### config.mk
export PLATFORM = sky130hd
export DESIGN_NAME = i2s_audio_tx
export DESIGN_NICKNAME = d
export VERILOG_FILES = /design/src/rtl/i2s_audio_tx_pkg.sv /design/src/rtl/i2s_bclk_gen.sv /design/src/rtl/i2s_audio_tx.sv
export SDC_FILE = /design/constraint.sdc
export NUM_CORES = 1
export LEC_CHECK = 0
export ABC_CLOCK_PERIOD_IN_PS = 4700
export CAP_MARGIN = 25
export CORE_AREA = 8 8 92 78
export DETAILED_ROUTE_END_ITERATION = 7
export DIE_AREA = 0 0 100 86
export PLACE_DENSITY = 0.57
export SYNTH_ARGS = -nofsm -noshare
export SYNTH_HDL_FRONTEND = slang
export SYNTH_HIERARCHICAL = 1
export SYNTH_SLANG_ARGS = --single-unit
### constraint.sdc
create_clock -name clk24 -period 4.7 [get_ports clk24]
set_input_delay 0.94 -clock clk24 [delete_from_list [all_inputs] [get_ports clk24]]
set_output_delay 0.94 -clock clk24 [all_outputs]
set_load 0.01 [all_outputs]
### src/rtl/i2s_audio_tx_pkg.sv
// Shared audio constants and types for the I2S transmitter.
// The bit and slot counter widths are derived from the frame geometry.
package i2s_audio_tx_pkg;

    localparam int I2S_SLOT_BITS  = 32;
    localparam int I2S_FRAME_BITS = 64;
    localparam int SAMPLE_W       = 16;
    localparam int GAIN_UNITY     = 256;

    // Width of the bit counter, which covers one full frame (6 bits).
    localparam int BIT_CNT_W = $clog2(I2S_FRAME_BITS);
    // Width of the position inside one channel slot (5 bits).
    localparam int SLOT_W    = $clog2(I2S_SLOT_BITS);

    typedef logic signed [SAMPLE_W-1:0] sample_t;

endpackage

### src/rtl/i2s_bclk_gen.sv
// Bit-clock divider for the I2S transmitter.
// bclk is a registered data output that toggles every BCLK_HALF clk24 cycles.
// fall_evt is high in the clk24 cycle whose closing edge drives bclk from 1 to 0.
module i2s_bclk_gen
    import i2s_audio_tx_pkg::*;
#(
    parameter int BCLK_HALF = 4
) (
    input  logic clk24,
    input  logic rst_n,
    output logic bclk,
    output logic fall_evt
);

    localparam logic [7:0] DIV_LAST = 8'(BCLK_HALF - 1);

    logic [7:0] div_cnt_q;
    logic [7:0] div_cnt_d;
    logic       bclk_q;
    logic       bclk_d;
    logic       div_tc;

    // Wrap the divider at its terminal count and toggle bclk on that wrap.
    always_comb begin
        div_tc    = (div_cnt_q == DIV_LAST);
        div_cnt_d = div_tc ? 8'd0 : div_cnt_q + 8'd1;
        bclk_d    = div_tc ? ~bclk_q : bclk_q;
    end

    // Divider state; reset leaves bclk low, so the first edge is a rise.
    always_ff @(posedge clk24 or negedge rst_n) begin
        if (!rst_n) begin
            div_cnt_q <= 8'd0;
            bclk_q    <= 1'b0;
        end else begin
            div_cnt_q <= div_cnt_d;
            bclk_q    <= bclk_d;
        end
    end

    assign bclk     = bclk_q;
    assign fall_evt = div_tc & bclk_q;

endmodule

### src/rtl/i2s_audio_tx.sv
// Philips I2S transmitter: the mono sample is duplicated to left and right.
// One sample is captured per 64-bit frame, and frame_strobe marks each capture.
// Optional macro SOFT_MUTE_EN: mute ramps a 0..256 gain instead of forcing zero.
module i2s_audio_tx #(
    parameter int BCLK_HALF = 4,
    parameter int GAIN_STEP = 1
) (
    input  logic        clk24,
    input  logic        rst_n,
    input  logic [15:0] sample_in,
    input  logic        mute,
    output logic        bclk,
    output logic        lrclk,
    output logic        sdata,
    output logic        frame_strobe
);

    import i2s_audio_tx_pkg::*;

    localparam bit PARAMS_OK = (BCLK_HALF >= 1) && (BCLK_HALF <= 255) &&
                               (GAIN_STEP >= 1) && (GAIN_STEP <= GAIN_UNITY);

    generate
        if (!PARAMS_OK) begin : g_bad_params
            $error("i2s_audio_tx: BCLK_HALF must be 1..255 and GAIN_STEP 1..256");
        end
    endgenerate

    logic                 bclk_fall;
    logic                 capture;
    logic [BIT_CNT_W-1:0] bit_cnt_q;
    logic [BIT_CNT_W-1:0] bit_cnt_d;
    logic [BIT_CNT_W-1:0] bit_cnt_nxt;
    logic [SLOT_W-1:0]    slot;
    logic [3:0]           bit_idx;
    logic                 lrclk_q;
    logic                 lrclk_d;
    logic                 sdata_q;
    logic                 sdata_d;
    logic                 frame_strobe_q;
    logic                 frame_strobe_d;
    sample_t              held_q;
    sample_t              held_d;
    sample_t              held_new;

    i2s_bclk_gen #(
        .BCLK_HALF (BCLK_HALF)
    ) u_bclk_gen (
        .clk24    (clk24),
        .rst_n    (rst_n),
        .bclk     (bclk),
        .fall_evt (bclk_fall)
    );

    // A capture happens on the falling bclk edge where the frame counter wraps.
    assign capture = bclk_fall && (bit_cnt_q == BIT_CNT_W'(I2S_FRAME_BITS - 1));

`ifdef SOFT_MUTE_EN
    localparam logic [9:0] STEP_W  = 10'(GAIN_STEP);
    localparam logic [9:0] UNITY_W = 10'(GAIN_UNITY);

    logic        [8:0]  gain_q;
    logic        [8:0]  gain_d;
    logic        [9:0]  gain_up;
    logic signed [24:0] sample_ext;
    logic signed [24:0] gain_ext;
    logic signed [24:0] product;

    // Scale by the current gain, then step the gain toward 256 or 0 on capture.
    always_comb begin
        sample_ext = {{9{sample_in[15]}}, sample_in};
        gain_ext   = {16'd0, gain_q};
        product    = sample_ext * gain_ext;
        held_new   = product[23:8];
        gain_up    = {1'b0, gain_q} + STEP_W;
        gain_d     = gain_q;
        if (capture) begin
            if (mute) begin
                gain_d = ({1'b0, gain_q} < STEP_W) ? 9'd0 : gain_q - STEP_W[8:0];
            end else begin
                gain_d = (gain_up > UNITY_W) ? UNITY_W[8:0] : gain_up[8:0];
            end
        end
    end

    // Gain register; it starts at zero, so audio fades in after reset.
    always_ff @(posedge clk24 or negedge rst_n) begin
        if (!rst_n) begin
            gain_q <= 9'd0;
        end else begin
            gain_q <= gain_d;
        end
    end
`else
    // Hard mute: the captured value is either the sample or silence.
    always_comb begin
        held_new = mute ? sample_t'(0) : sample_t'(sample_in);
    end
`endif

    // Frame sequencing: bit counter, word select and serial data all move on
    // the falling bclk edge, so the DAC sees them stable at the next rise.
    // Slot position 0 is left empty to give the one-bit I2S delay.
    always_comb begin
        bit_cnt_nxt    = bit_cnt_q + BIT_CNT_W'(1);
        slot           = bit_cnt_nxt[SLOT_W-1:0];
        bit_idx        = 4'(SLOT_W'(SAMPLE_W) - slot);
        bit_cnt_d      = bit_cnt_q;
        lrclk_d        = lrclk_q;
        sdata_d        = sdata_q;
        frame_strobe_d = capture;
        held_d         = capture ? held_new : held_q;
        if (bclk_fall) begin
            bit_cnt_d = bit_cnt_nxt;
            lrclk_d   = bit_cnt_nxt[BIT_CNT_W-1];
            if ((slot != '0) && (slot <= SLOT_W'(SAMPLE_W))) begin
                sdata_d = held_q[bit_idx];
            end else begin
                sdata_d = 1'b0;
            end
        end
    end

    // Frame state registers; reset returns every output to idle immediately.
    always_ff @(posedge clk24 or negedge rst_n) begin
        if (!rst_n) begin
            bit_cnt_q      <= '0;
            lrclk_q        <= 1'b0;
            sdata_q        <= 1'b0;
            frame_strobe_q <= 1'b0;
            held_q         <= '0;
        end else begin
            bit_cnt_q      <= bit_cnt_d;
            lrclk_q        <= lrclk_d;
            sdata_q        <= sdata_d;
            frame_strobe_q <= frame_strobe_d;
            held_q         <= held_d;
        end
    end

    assign lrclk        = lrclk_q;
    assign sdata        = sdata_q;
    assign frame_strobe = frame_strobe_q;

endmodule

After elaboration in Yosys (flattened, before gate mapping)
Cells that the tools add are included.
Operators by class
  muxes and demuxes: 5
  bitwise gates (word level): 2
  equal/unequal tests: 2
  order comparisons: 2
  add/sub/neg operators: 3
  reductions and logical operators: 3
Operator list (count)
  $mux 16: 1
  $add 8x1->8 const B: 1
  $eq 8x2->1 const B: 1
  $mux 8: 1
  $add 6x1->6 const B: 1
  $eq 6x6->1 const B: 1
  $le 5x5->1 const B: 1
  $lt 4x5->1 const B: 1
  $reduce_bool 5->1: 1
  $bmux 1 s4: 1
  $sub 1x4->4 const A: 1
  $logic_and 1x1->1: 2
  $mux 1: 2
  $and 1x1->1: 1
  $not 1->1: 1
Storage, ports and cells
  input port bits: 19
  register bits after elaboration: 34
  logic and storage cells: 24
  output and inout bits: 4

Longest topological paths before layout
  depth after elaboration: 5
  mapped depth: 10
  mapped depth without buffers: 8

Cells and area by module
Netlist, hierarchy kept.
By module, submodules not included
  i2s_audio_tx: area an instance 1243.7 sq um, cells an instance 120, instances 1
  i2s_bclk_gen: area an instance 399.1 sq um, cells an instance 32, instances 1

Worst setup path before layout
No wires, ideal clock.
  kind: register to register
  start: register u_bclk_gen.div_cnt_q[4]
  end: register held_q[0]
  arrival time: 2.196 ns
  data required time: 4.564 ns
  path slack: 2.369 ns
  stages on the path, launching flop included: 10
  period minus slack after synthesis: 2.331 ns
  path buffers: 2
  cells stage by stage: dfrtp_1 > or3_4 > nor4_4 > and2_1 > clkbuf_1 > and3_1 > nand4_1 > clkbuf_1 > nand2_1 > o21ai_0
On the way
  word-level cells in the longest chain between the ends: 3
RTL lines
  from (decl): line i2s_bclk_gen.sv:17  | logic [7:0] div_cnt_q;
  from (signal assigned): line i2s_bclk_gen.sv:36  | div_cnt_q <= div_cnt_d;
  $eq 8x2->1: line i2s_bclk_gen.sv:25  | div_tc = (div_cnt_q == DIV_LAST);
  $and 1x1->1: line i2s_bclk_gen.sv:42  | assign fall_evt = div_tc & bclk_q;
  net bclk_fall: line i2s_audio_tx.sv:29  | logic bclk_fall;
  $logic_and 1x1->1: line i2s_audio_tx.sv:56  | assign capture = bclk_fall && (bit_cnt_q == BIT_CNT_W'(I2S_FRAME_BITS - 1));
  to (signal assigned): line i2s_audio_tx.sv:137  | held_q <= held_d;
  to (decl): line i2s_audio_tx.sv:42  | sample_t held_q;
The timed path passes the listed nets, and every way through them passes these cells.
A chain may end at the register's enable or synchronous reset.

Worst setup path after layout
  start: register u_bclk_gen.div_cnt_q[5]
  end: register held_q[0]
Same word-level chain as after synthesis.

==> PnR_summary.wiki <==
{| class="wikitable"
! Metric !! Value
|-
| Outcome || completed
|-
| Worst setup slack after layout || 2.33 ns
|-
| Clock network latency to the later pin of the worst-skew pair || 0.29 ns
|-
| Maximum fanout along the worst path || 33
|-
| Hold_buf cts || 0
|-
| Antenna cell count || 0
|-
| Post-synthesis to final-layout area growth || 23.2%
|-
| Capture point of the critical path || held_q[0]$_DFFE_PN0P_
|-
| Via count || 1114
|-
| Final hold violation count || 0
|-
| Critical path capture point type || flip-flop
|-
| Boundary pin count || 23
|-
| Sequential cell area fraction in the yosys report || 0.503
|-
| Final layout net count || 196
|-
| CP startpoint kind || flip-flop
|-
| Worst stage delay on the critical path || 0.42 ns
|-
| Mapped Cells || 152
|-
| Detailed placer's ending HPWL || 2270 µm
|-
| Transition time of the tightest slew-check pin || 0.451 ns
|-
| Start of the worst register-to-register path || u_bclk_gen/div_cnt_q[5]$_DFF_PN0_
|-
| Highest ir drop seen on vdd || 100 µV
|-
| Netlist cell types || 31
|-
| Achievable frequency || 0.421 GHz
|-
| Global placer's final weighted congestion || 0.783
|-
| Levels on crit path || 8
|-
| Final max-slew violation count || 0
|-
| Cell type group with the largest total delay on the critical path || simple AND/OR/NAND/NOR gates
|-
| Type of the worst setup path || flip-flop to flip-flop
|-
| Average cell area after synthesis || 10.8 µm²
|-
| Minimum period implied by the final worst setup slack || 2.37 ns
|-
| TritonCTS clock tree || yes
|-
| Number of flip-flops and latches in the synthesized netlist || 33
|-
| Setup repair after global routing missed its margin || no
|-
| Detail-routed via count per cell || 4.35
|-
| Reg-to-reg endpoint || held_q[0]$_DFFE_PN0P_
|-
| Remaining global-route overflow || 0
|-
| Clock sink total || 33
|-
| Area of the placeable core || 5690 µm²
|-
| Wirelength per Cell || 12.3 µm
|-
| Clock-pin slew on the worst setup and hold paths || 0.07 ns
|-
| Headroom to the max-slew limit || 0.700
|-
| Share of total power consumed by net switching || 0.215
|-
| Cell area after synthesis || 1640 µm²
|-
| TritonRoute pass-1 iters || 4
|-
| Buffer levels on the longest clock path || 2
|-
| Net Sw Power || 114 µW
|-
| Total negative slack for setup checks || 0 ns
|-
| FILL cells || 600
|-
| Commonest non-fill, non-tap cell in the layout || sky130_fd_sc_hd__dfrtp_1
|-
| Largest net degree at the start of global routing || 34
|-
| Number of antenna violations at the first check in global routing || 0
|-
| Pwr per Cell Area || 262 nW/µm²
|-
| Vias in the first global route || 1160
|-
| # H-tree levels || 2
|-
| Master of the slowest instance on the critical path || sky130_fd_sc_hd__dfrtp_1
|-
| Area taken by flip-flops and latches || 826 µm²
|-
| First-iteration detailed-routing DRC count || 52
|-
| Leading cell types by total area after synthesis || sky130_fd_sc_hd__dfrtp_1 (50%), sky130_fd_sc_hd__nand2b_1 (7.6%), sky130_fd_sc_hd__mux4_1 (6.4%)
|-
| YS warnings || 6
|-
| Routed wire length || 3150 µm
|-
| Share of the synthesized area in the top cell type || 0.503
|-
| Worst Path Buf+Inv || 1
|-
| Combined area of the multi-input logic cells || 763 µm²
|-
| Number of setup buffers added after CTS || 0
|-
| CTS resizes || 0
|-
| CP Data Required Time || 4.86 ns
|-
| Die X || 100 µm
|-
| Setup Viol. Count Final || 0
|-
| FF-to-FF path depth || 8
|-
| Worst reg-to-reg setup slack || 2.33 ns
|-
| Max-cap check violation count || 0
|-
| Fin Clk Skew || 0.00469 ns
|-
| Final worst-path cycle share || 0.505
|-
| Share of cells above drive strength 1 || 0.0800
|-
| Top library cells by usage in the layout, fill and taps aside || sky130_fd_sc_hd__dfrtp_1 (33), sky130_fd_sc_hd__clkdlybuf4s50_1 (22), sky130_fd_sc_hd__nand2_1 (21), sky130_fd_sc_hd__nand2b_1 (20), sky130_fd_sc_hd__o21ai_0 (18)
|-
| Internal power || 416 µW
|-
| Type of the tightest min-delay check || flip-flop to flip-flop
|-
| Antenna Nets Post-Route || 0
|-
| Overall die area || 8600 µm²
|-
| Worst slack, placed || 2.31 ns
|-
| Number of placement rows || 25
|-
| WP data arrival || 2.53 ns
|-
| Synthesized net count || 173
|-
| Post-route DRC violation count || 0
|-
| Root cell of the clock tree || sky130_fd_sc_hd__clkbuf_8
|-
| Leakage power figure || 0.000842 µW
|-
| Critical path launch point || u_bclk_gen/div_cnt_q[5]$_DFF_PN0_
|-
| Part of the power in the clock network || 0.415
|-
| Global-route wire length before repair || 5470 µm
|-
| Initial Util || 0.289
|-
| Post-synth top area cell || sky130_fd_sc_hd__dfrtp_1
|-
| Port Buf Inserts || 22
|-
| Vertical die dimension || 86 µm
|-
| All-Layer GR Usage || 0.0820
|-
| CTS Buf Count || 5
|-
| Critical path, cell by cell || or3_4 > nor4_4 > and2_1 > and3_1 > nand4_1 > buf_4 > nand2_1 > o21ai_0
|-
| Combinational power share || 0.050
|-
| Fraction of power consumed by sequential logic || 0.535
|}
-- metal layers --
metal | track usage | vias to the layer above | routed length (µm)
met2 | 0.114 | 20 | 1360
met3 | 0.0307 | 6 | 138
met4 | 0.0493 | 0 | 80
met5 | 0 | - | 0
li1 | - | 569 | -
met1 | 0.104 | 519 | 1570
-- kinds of logic after synthesis --
family,share of synthesized area
xor+xnor,0.0640
compound gates,0.0823
simple gates,0.230
flops,0.503
mux,0.0731
fa+ha+maj,0.0152
buf+inv,0.0327
-- sequential cells by signal (all words and copies together), names as in the netlist --
| register | cells |
|---|---|
| bit_cnt_q | 6 |
| frame_strobe | 1 |
| held_q | 16 |
| sdata | 1 |
| u_bclk_gen/bclk | 1 |
| u_bclk_gen/div_cnt_q | 8 |
-- worst min-delay path by stage --
stage	start	to	slack, ns	depth (start not counted)
after global placement	held_q[7]$_DFFE_PN0P_	held_q[7]$_DFFE_PN0P_	0.46	2
final	held_q[4]$_DFFE_PN0P_	held_q[4]$_DFFE_PN0P_	0.48	2
after CTS	held_q[4]$_DFFE_PN0P_	held_q[4]$_DFFE_PN0P_	0.49	2
after floorplan	held_q[0]$_DFFE_PN0P_	held_q[0]$_DFFE_PN0P_	0.44	2
after global routing	held_q[8]$_DFFE_PN0P_	held_q[8]$_DFFE_PN0P_	0.51	2
after detailed placement	held_q[4]$_DFFE_PN0P_	held_q[4]$_DFFE_PN0P_	0.47	2
-- worst reg2reg max path, cell delays in order (launching register included) --
cell	delay [ns]
sky130_fd_sc_hd__dfrtp_1	0.42
sky130_fd_sc_hd__or3_4	0.40
sky130_fd_sc_hd__nor4_4	0.31
sky130_fd_sc_hd__and2_1	0.36
sky130_fd_sc_hd__and3_1	0.24
sky130_fd_sc_hd__nand4_1	0.10
sky130_fd_sc_hd__buf_4	0.24
sky130_fd_sc_hd__nand2_1	0.10
sky130_fd_sc_hd__o21ai_0	0.08
-- power by group through the flow --
stage	logic (µW)	clock network [µW]	registers (µW)
finish	26.7	220	284
global route	30.3	239	284
CTS	27.7	228	284
floorplan	5.15	0	289
detailed placement	27.5	0	289
global placement	27.4	0	289
-- Yosys cell counts --
cell type / n
sky130_fd_sc_hd__a21oi_1: 1
sky130_fd_sc_hd__a22o_1: 1
sky130_fd_sc_hd__a31oi_1: 2
sky130_fd_sc_hd__and2_1: 1
sky130_fd_sc_hd__and3_1: 3
sky130_fd_sc_hd__buf_2: 1
sky130_fd_sc_hd__buf_6: 2
sky130_fd_sc_hd__clkbuf_1: 5
sky130_fd_sc_hd__dfrtp_1: 33
sky130_fd_sc_hd__ha_1: 2
sky130_fd_sc_hd__inv_1: 2
sky130_fd_sc_hd__mux2_4: 1
sky130_fd_sc_hd__mux4_1: 4
sky130_fd_sc_hd__nand2_1: 21
sky130_fd_sc_hd__nand2b_1: 20
sky130_fd_sc_hd__nand2b_4: 1
sky130_fd_sc_hd__nand3_1: 6
sky130_fd_sc_hd__nand4_1: 4
sky130_fd_sc_hd__nand4b_1: 1
sky130_fd_sc_hd__nor2_1: 3
sky130_fd_sc_hd__nor2b_1: 1
sky130_fd_sc_hd__nor3_1: 1
sky130_fd_sc_hd__nor3_2: 1
sky130_fd_sc_hd__nor4_4: 1
sky130_fd_sc_hd__o211ai_1: 1
sky130_fd_sc_hd__o21ai_0: 18
sky130_fd_sc_hd__o221a_1: 1
sky130_fd_sc_hd__or2_0: 1
sky130_fd_sc_hd__or3_4: 1
sky130_fd_sc_hd__xnor2_1: 10
sky130_fd_sc_hd__xor2_1: 2
-- stage by stage --
step | cell area, µm² | hold slack, ns | instances | utilization | total power (µW)
after detailed placement | 1930 | 0.468 | 249 | 0.340 | 317
after CTS | 2020 | 0.485 | 256 | 0.355 | 540
after floorplan | 1640 | 0.442 | 152 | - | 295
final | 2020 | 0.478 | 256 | 0.355 | 531
after global placement | 1930 | 0.462 | 249 | 0.340 | 317
after global routing | 2020 | 0.510 | 256 | 0.355 | 552
-- final cells by class --
| type | count | area share |
|---|---|---|
| Inverter | 2 | 0.00371 |
| Tap cell | 81 | 0.0501 |
| Multi-Input combinational cell | 109 | 0.377 |
| Sequential cell | 33 | 0.408 |
| Clock inverter | 1 | 0.00371 |
| Timing Repair Buffer | 24 | 0.116 |
| Clock buffer | 6 | 0.0408 |
Power figures use the tool's default switching activity.
